<file path="config.mk">
export PLATFORM = sky130hd
export DESIGN_NAME = eth_idma_desc_queue
export DESIGN_NICKNAME = d
export VERILOG_FILES = /design/src/rtl/eth_idma_desc_queue.sv
export SDC_FILE = /design/constraint.sdc
export NUM_CORES = 1
export LEC_CHECK = 0
export ABC_AREA = 1
export CORE_MARGIN = 1
export CORE_UTILIZATION = 60
export CTS_CLUSTER_DIAMETER = 200
export CTS_CLUSTER_SIZE = 28
export DETAILED_ROUTE_END_ITERATION = 16
export DONT_BUFFER_PORTS = 1
export PLACE_DENSITY = 0.76
export SYNTH_ARGS = -nofsm -noshare
export SYNTH_HDL_FRONTEND = slang
export SYNTH_SLANG_ARGS = --single-unit
</file>
<file path="constraint.sdc">
create_clock -name clk_i -period 6.4 [get_ports clk_i]
set_input_delay 1.6 -clock clk_i [delete_from_list [all_inputs] [get_ports clk_i]]
set_output_delay 1.6 -clock clk_i [all_outputs]
set_load 0.05 [all_outputs]
</file>
<file path="src/rtl/eth_idma_desc_queue.sv">
// Descriptor FIFO feeding the iDMA backend request port; tracks outstanding
// transfers, counts completions/errors and raises a level completion interrupt.
module eth_idma_desc_queue #(
  parameter int unsigned AddrWidth      = 32,
  parameter int unsigned TFLenWidth     = 32,
  parameter int unsigned DescDepth      = 4,
  parameter int unsigned MaxOutstanding = 2,
  parameter int unsigned CntWidth       = 16
) (
  input  logic                                  clk_i,
  input  logic                                  rst_ni,
  input  logic                                  push_i,
  input  logic [AddrWidth-1:0]                  push_src_i,
  input  logic [AddrWidth-1:0]                  push_dst_i,
  input  logic [TFLenWidth-1:0]                 push_len_i,
  input  logic                                  push_tx_i,
  input  logic                                  flush_i,
  input  logic                                  irq_clr_i,
  output logic [AddrWidth-1:0]                  req_src_o,
  output logic [AddrWidth-1:0]                  req_dst_o,
  output logic [TFLenWidth-1:0]                 req_len_o,
  output logic                                  req_tx_o,
  output logic                                  req_valid_o,
  input  logic                                  req_ready_i,
  input  logic                                  rsp_valid_i,
  input  logic                                  rsp_error_i,
  output logic                                  rsp_ready_o,
  output logic [$clog2(DescDepth):0]            fill_o,
  output logic [$clog2(MaxOutstanding):0]       outstanding_o,
  output logic [CntWidth-1:0]                   done_cnt_o,
  output logic [CntWidth-1:0]                   err_cnt_o,
  output logic                                  overflow_o,
  output logic                                  busy_o,
  output logic                                  irq_o
);

  localparam int unsigned PtrW  = $clog2(DescDepth);
  localparam int unsigned FillW = $clog2(DescDepth) + 1;
  localparam int unsigned OutW  = $clog2(MaxOutstanding) + 1;

  typedef struct packed {
    logic [AddrWidth-1:0]  src;
    logic [AddrWidth-1:0]  dst;
    logic [TFLenWidth-1:0] len;
    logic                  tx;
  } desc_t;

  typedef enum logic [1:0] {
    ST_IDLE  = 2'd0,
    ST_BUSY  = 2'd1,
    ST_FLUSH = 2'd2
  } state_e;

  state_e              state_q, state_d;
  desc_t               mem_q [DescDepth];
  desc_t               head_q, head_d;
  desc_t               push_desc;
  logic [PtrW-1:0]     wr_ptr_q, wr_ptr_d, rd_ptr_q, rd_ptr_d;
  logic [FillW-1:0]    fill_q, fill_d;
  logic [OutW-1:0]     out_q, out_d;
  logic [CntWidth-1:0] done_q, done_d, err_q, err_d;
  logic                req_valid_q, req_valid_d;
  logic                ovf_q, ovf_d, irq_q, irq_d, busy_q, busy_d;
  logic                rsp_ready_q;
  logic                pop, rsp_acc, flush_now, drop_silent, push_ok;

  assign push_desc   = '{src: push_src_i, dst: push_dst_i, len: push_len_i, tx: push_tx_i};
  assign pop         = req_valid_q && req_ready_i;
  assign rsp_acc     = rsp_valid_i && rsp_ready_q && (out_q != '0);
  assign flush_now   = (state_q == ST_BUSY) && flush_i;
  // Pushes racing a flush, or arriving while flushing, vanish without flagging overflow.
  assign drop_silent = flush_now || (state_q == ST_FLUSH);
  assign push_ok     = push_i && !drop_silent && (fill_q < FillW'(DescDepth)) &&
                       (push_len_i != '0);

  // Next-state and output logic
  always_comb begin
    state_d     = state_q;
    wr_ptr_d    = wr_ptr_q + PtrW'(push_ok);
    rd_ptr_d    = rd_ptr_q + PtrW'(pop);
    fill_d      = fill_q + FillW'(push_ok) - FillW'(pop);
    out_d       = out_q + OutW'(pop) - OutW'(rsp_acc);
    done_d      = done_q + CntWidth'(rsp_acc);
    err_d       = err_q;
    ovf_d       = ovf_q | (push_i && !drop_silent && !push_ok);
    irq_d       = irq_q;
    head_d      = head_q;
    req_valid_d = 1'b0;
    busy_d      = 1'b0;

    if (flush_now) begin
      fill_d   = '0;
      wr_ptr_d = '0;
      rd_ptr_d = '0;
    end

    if (rsp_acc && rsp_error_i && (err_q != '1)) err_d = err_q + CntWidth'(1);

    if (rsp_acc)        irq_d = 1'b1;
    else if (irq_clr_i) irq_d = 1'b0;

    case (state_q)
      ST_IDLE:  if (fill_d != '0) state_d = ST_BUSY;
      ST_BUSY: begin
        if (flush_now)                           state_d = ST_FLUSH;
        else if ((fill_d == '0) && (out_d == '0)) state_d = ST_IDLE;
      end
      ST_FLUSH: if (out_d == '0) state_d = ST_IDLE;
      default:  state_d = ST_IDLE;
    endcase

    // Bypass a write landing on the next head slot so req_* updates the cycle after push.
    if (push_ok && (wr_ptr_q == rd_ptr_d)) head_d = push_desc;
    else                                   head_d = mem_q[rd_ptr_d];

    req_valid_d = (state_d == ST_BUSY) && (fill_d != '0) && (out_d < OutW'(MaxOutstanding));
    busy_d      = (state_d != ST_IDLE);
  end

  // State register
  always_ff @(posedge clk_i or negedge rst_ni) begin
    if (!rst_ni) begin
      state_q     <= ST_IDLE;
      for (int unsigned i = 0; i < DescDepth; i++) mem_q[i] <= '0;
      head_q      <= '0;
      wr_ptr_q    <= '0;
      rd_ptr_q    <= '0;
      fill_q      <= '0;
      out_q       <= '0;
      done_q      <= '0;
      err_q       <= '0;
      req_valid_q <= 1'b0;
      ovf_q       <= 1'b0;
      irq_q       <= 1'b0;
      busy_q      <= 1'b0;
      rsp_ready_q <= 1'b0;
    end else begin
      state_q     <= state_d;
      if (push_ok) mem_q[wr_ptr_q] <= push_desc;
      head_q      <= head_d;
      wr_ptr_q    <= wr_ptr_d;
      rd_ptr_q    <= rd_ptr_d;
      fill_q      <= fill_d;
      out_q       <= out_d;
      done_q      <= done_d;
      err_q       <= err_d;
      req_valid_q <= req_valid_d;
      ovf_q       <= ovf_d;
      irq_q       <= irq_d;
      busy_q      <= busy_d;
      rsp_ready_q <= 1'b1;
    end
  end

  assign req_src_o     = head_q.src;
  assign req_dst_o     = head_q.dst;
  assign req_len_o     = head_q.len;
  assign req_tx_o      = head_q.tx;
  assign req_valid_o   = req_valid_q;
  assign rsp_ready_o   = rsp_ready_q;
  assign fill_o        = fill_q;
  assign outstanding_o = out_q;
  assign done_cnt_o    = done_q;
  assign err_cnt_o     = err_q;
  assign overflow_o    = ovf_q;
  assign busy_o        = busy_q;
  assign irq_o         = irq_q;

endmodule
</file>
Word-level counts from Yosys, hierarchy flattened
Cells that the tools add are included.
- output and inout port bits: 139
- bits of input ports: 105
- logic and storage cells: 96
- register bits after elaboration: 533
- muxes and demuxes: 17
- $lt $le $gt $ge: 5
- reductions and logical operators: 26
- equality and inequality tests: 5
- add/sub/neg operators: 8
- bitwise logic cells: 3
- operators by type and width (kind ; number):
    bitwise mux 388 bit ; 1
    2-to-1 mux 97 bit ; 4
    binary-select mux 97 bit (select 2 bit) ; 1
    demux 97 bit (select 2 bit) ; 1
    nonzero test 32 bit ; 1
    adder 16 x 1 -> 16 bit ; 1
    adder 16 x 1 -> 16 bit (second input constant) ; 1
    != test 16 bit (second input constant) ; 1
    logical AND 1 bit ; 15
    2-to-1 mux 2 bit ; 6
    adder 2 x 1 -> 2 bit ; 3
    greater-or-equal comparator 3 bit (second input constant) ; 2
    inverter 2 -> 3 bit ; 2
    one-hot mux 2 bit (3 select lines) ; 1
    nonzero test 2 bit ; 3
    equality test 2 x 1 -> 1 bit (second input constant) ; 2
    logical NOT 2 bit ; 2
    adder 3 x 1 -> 3 bit ; 1
    logical NOT 3 bit ; 1
    < comparator 3 x 1 -> 1 bit (second input constant) ; 1
    < comparator 3 bit (second input constant) ; 1
    2-to-1 mux 3 bit ; 1
    nonzero test 3 bit ; 1
    subtractor 3 x 1 -> 3 bit ; 1
    other kinds (8) ; 10

Logic depth before layout (Yosys ltp)
- depth after elaboration: 18
- depth in mapped cells: 23
- gate-level depth less buffers: 20

Worst setup path before layout
Ideal clock, no wire load.
- kind: input to register
- from: input port flush_i
- to: register busy_q, in the netlist busy_o
- data required time: 6.273 ns
- arrival: 3.935 ns
- library setup time: 0.127 ns
- slack: 2.338 ns
- cell stages on the path: 21
- buffers on the path: 3
- cell sequence: nand3_4 > nand3_2 > nor2_4 > inv_2 > nor2_2 > buf_4 > buf_6 > buf_4 > inv_2 > ha_1 > inv_1 > ha_1 > inv_1 > fa_1 > inv_1 > nand2_1 > inv_1 > nor2_1 > nand2_1 > nand2_1 > nand3_1
- longest elaborated chain between the ends: 15
- elaborated cells on any way between the ends: 17
- classes of those cells: 2 x add/sub; 5 x mux; 10 x reduce/logical
- RTL lines (element ; RTL line ; source):
    from (decl) ; 17 ; input logic flush_i,
    logical AND 1 bit * ; 70 ; assign flush_now = (state_q == ST_BUSY) && flush_i;
    logical OR 1 bit ; 72 ; assign drop_silent = flush_now || (state_q == ST_FLUSH);
    logical NOT 1 bit ; 73 ; assign push_ok = push_i && !drop_silent && (fill_q < FillW'(DescDepth)) &&
    logical AND 1 bit (3 in a row) ; 73 ;
    adder 3 x 1 -> 3 bit ; 81 ; fill_d = fill_q + FillW'(push_ok) - FillW'(pop);
    subtractor 3 x 1 -> 3 bit ; 81 ;
    2-to-1 mux 3 bit * ; 91 ; if (flush_now) begin
    net fill_d[1] ; 59 ; logic [FillW-1:0] fill_q, fill_d;
    logical NOT 3 bit ; 106 ; else if ((fill_d == '0) && (out_d == '0)) state_d = ST_IDLE;
    logical AND 1 bit ; 106 ;
    2-to-1 mux 2 bit ; 106 ;
    2-to-1 mux 2 bit ; 105 ; if (flush_now) state_d = ST_FLUSH;
    one-hot mux 2 bit (3 select lines) * ; 102 ; case (state_q)
    nonzero test 2 bit * ; 117 ; busy_d = (state_d != ST_IDLE);
    net busy_d ; 63 ; logic ovf_q, ovf_d, irq_q, irq_d, busy_q, busy_d;
    to (signal assigned) ; 150 ; busy_q <= busy_d;
    to (decl) ; 63 ;
The timed path passes the listed nets; every way through them passes the cells marked *.
A chain may end at the register's enable or synchronous reset.

==> impl_results.md <==
* Status: complete, but fails checks
* Failing checks: max-slew violations
* Number of antenna violations at the first check in global routing at 0
* Number of antenna-violating nets in the routed design at 0
* Die Wd at between 200 and 250 um
* Switching power summed over all nets at 7.40 mW
* Slowest Stage Delay on Critical Path at 0.72 ns
* Actual transition at the worst max-transition pin at 2.42 ns
* DR WL/cell at 19.1 um
* Setup-failing EPs final at 0
* Total Nets Final at 3039
* Clock tree root driver cell: clkbuf_16
* Max FO, Critical Path at 257
* Post-Synthesis Mean Instance Area at between 7 and 8 um^2
* Class of the most critical setup path: input pin to flop
* Synthesis warning total at 0
* Post-Place Worst Slack at 1.87 ns
* CP cell instances: nand3_4 > nand3_2 > nor2_4 > inv_2 > nor2_4 > buf_12 > buf_12 > nand3_1 > nand2_1
* Relative contribution of the clock network to total power at 11.7%
* Final total negative setup slack at 0 ns
* Sum of buffers and inverters on the critical path at 3
* Die area at just over 40000 um^2
* Largest clock skew in the final design at 0.0335 ns
* Initial Utilization at about three fifths
* Worst hold path type: flop to flop
* Top cell family by delay on the critical path: buffers and inverters
* Ratio of routed vias to standard cells at about 6.0
* Cell count after synthesis at 3096
* Buffers inserted by post-CTS timing repair at 0
* Vertical die dimension at 204 um
* Number of global-route vias before repair at approximately 20k
* Routability Congestion at 0.909
* Reg-to-reg slack, setup at roughly 2.7 ns
* CTS tree: built
* Fraction of layout instances using a drive strength above 1 at under 10%
* Final Hold Fails at 0
* Req. time, crit path at about 6.9 ns
* Signal arrival time at the worst endpoint at 4.52 ns
* Power per unit of standard cell area at ~580 nW/um^2
* Worst slew margin relative to its limit at -61.2%
* Clock buffers created by TritonCTS at 23
* Count of instances resized after the clock tree is built at 0
* Io pins at 244
* Startpoint of the most critical hold path: mem_q[136]
* Min Clock Period, post-route at 4.01 ns
* Max IR drop VDD at between 500 and 600 uV
* Layout overhead on the synthesized area at 2.36%
* Placeable core region at about 40000 um^2
* Achievable clock frequency at 250 MHz
* Overall routed net length at roughly 66000 um
* Global-route wire length before repair at around 110000 um
* Net switching fraction of the power at 50.7%
* # DRC at 0
* Combinational Power Share at 40.8%
* Max capacitance violation total at 0
* CTS clk-pin slew, worst paths at 0.10 ns
* Internal Power at 7.20 mW
* Total via count in the routed design at 20.7k
* Antenna cell count at 0
* Total standard cell area after synthesis at 24500 um^2
* Placed wire-length estimate at 34700 um
* Sequential share of power at 47.5%
* Clock sink count at 533
* Buffers on Ports at 0
* Aggregate global routing overflow at 0
* Element type at the critical path end: flop
* Pin count of the biggest net entering global routing at 534
* Overall routing resource usage at 31.8%
* Worst-Skew Late Latency at roughly 0.58 ns
* Crit start category: input pin
* Site row count at 73
* First-pass detailed-route iteration total at 5
* Worst Setup Slack, final at 2.39 ns
* Fraction of the yosys area taken by sequential cells at 54.5%
* Synthesized flop and latch total at 533
* RSZ-0062 raised after global routing: false
* Clk buf depth at 3
* Initial DRC Count at 2447
* R2r startpoint: req_valid_o
* Period utilization at between 60 and 70%
* Unique cell type count in the Yosys netlist at 29
* Max Slew Vio Count at 376
* Post-Syn Nets at approximately 3.2k
* Worst setup path startpoint: flush_i
* Total of hold buffers inserted after clock tree synthesis at 0
* Static leakage power at 13.1 nW
* CTS HTree Levels at 1
* Worst-path cell with the longest stage delay: buf_12
[cells in the final DEF, fill, tap and decap left out, types with 4 or more instances in the layout]
cell type,count
o21ai_0,300
a21oi_1,4
buf_4,19
ha_1,9
inv_1,57
dfrtp_1,533
clkbuf_16,23
xnor2_1,11
nor2_1,337
xor2_1,14
nand3_4,6
nand3_1,510
nand2_1,1062
nor2_4,6
nor3_1,9
[path summary, 6_finish.rpt]
kind                            endpoint  depth (start not counted)
max                        req_dst_o[26]                          9
min                           mem_q[136]                          2
max reg2reg                req_dst_o[26]                         11
min reg2reg                   mem_q[136]                          2
max in group asynchronous     mem_q[212]                          0
min in group asynchronous   err_cnt_o[3]                          0
[routing by layer]
metal | share of wire (%) | vias to the layer above | track usage, %
met5 | 0 | - | 0
met4 | 2.2 | 0 | 7.92
met3 | 9.8 | 100 | 5.69
met2 | 47 | 979 | 50.9
met1 | 41 | 10086 | 45.1
li1 | - | 9561 | -
[cells by family after synthesis]
| logic type | after synthesis | synth area share, % |
|---|---|---|
| DFF | 533 | 54.5 |
| xor gates and xnor gates | 25 | 0.895 |
| buffers and inverters | 283 | 5.09 |
| AOI/OAI and AO/OA | 305 | 6.25 |
| other | 1 | 0.0153 |
| adders and majority gates | 10 | 0.542 |
| and+or+nand+nor | 1939 | 32.7 |
[cell type report]
| cell class | count | area [um^2] |
|---|---|---|
| clock buffers | 24 | 579 |
| clock inverters | 2 | 38.8 |
| fillers | 3410 | 15000 |
| repair buffers | 22 | 203 |
| inverters | 64 | 248 |
| well taps | 525 | 657 |
| multi-input cells | 2280 | 9980 |
| flip-flops and latches | 533 | 13300 |
[registers in the layout, indices dropped and copies added (netlist names), 2 cells and up]
name	count
wr_ptr_q	2
done_cnt_o	16
req_src_o	32
outstanding_o	2
err_cnt_o	16
mem_q	388
req_len_o	32
state_q	2
req_dst_o	32
rd_ptr_q	2
fill_o	3
[tightest hold or removal path: stages, from the launching register on]
cell	delay (ns)
dfrtp_1	0.34
nand2_1	0.05
nand2_1	0.06
[synth_stat cells]
| cell type | count | share of area [%] |
|---|---|---|
| o21bai_1 | 1 | 0.031 |
| clkinv_1 | 1 | 0.015 |
| nor3_1 | 9 | 0.18 |
| fa_1 | 1 | 0.082 |
| buf_2 | 62 | 1.3 |
| buf_6 | 2 | 0.092 |
| nor2_1 | 340 | 5.2 |
| nand3_1 | 514 | 11 |
| o21ai_0 | 300 | 6.1 |
| or2_2 | 1 | 0.026 |
| xnor2_1 | 11 | 0.39 |
| buf_1 | 16 | 0.25 |
| inv_2 | 5 | 0.077 |
| xor2_1 | 14 | 0.50 |
| nand3_2 | 2 | 0.082 |
| clkbuf_1 | 115 | 1.8 |
| inv_1 | 58 | 0.89 |
| buf_4 | 24 | 0.74 |
| nand3b_1 | 2 | 0.061 |
| conb_1 | 1 | 0.015 |
| a21oi_1 | 4 | 0.082 |
| dfrtp_1 | 533 | 55 |
| ha_1 | 9 | 0.46 |
| nor2_2 | 1 | 0.026 |
| nand3_4 | 1 | 0.072 |
| nor2_4 | 2 | 0.092 |
| nand2_1 | 1063 | 16 |
| nand2_2 | 1 | 0.026 |
| nand4_1 | 3 | 0.077 |
[power by group through the flow]
stage	Combinational, mW	Clock (mW)	Sequential (mW)
CTS	5.90	1.74	6.92
finish	5.96	1.71	6.93
detailed placement	5.89	0	6.98
global route	6.75	1.84	7.09
global placement	5.68	0	6.95
floorplan	4.44	0	6.74
[metrics by stage]
step           instance area (um^2)  power [mW]  cells  hold slack, ns  utilization [%]
6_report                      25000        14.6   3450           0.480             62.6
5_1_grt                       25000        15.7   3450           0.499             62.6
4_1_cts                       25000        14.6   3450           0.485             62.6
3_5_place_dp                  24400        12.9   3424           0.460             61.0
3_3_place_gp                  24400        12.6   3424           0.456             61.0
2_1_floorplan                 24500        11.2   3096           0.444                -
(Power assumes the default switching activity.)
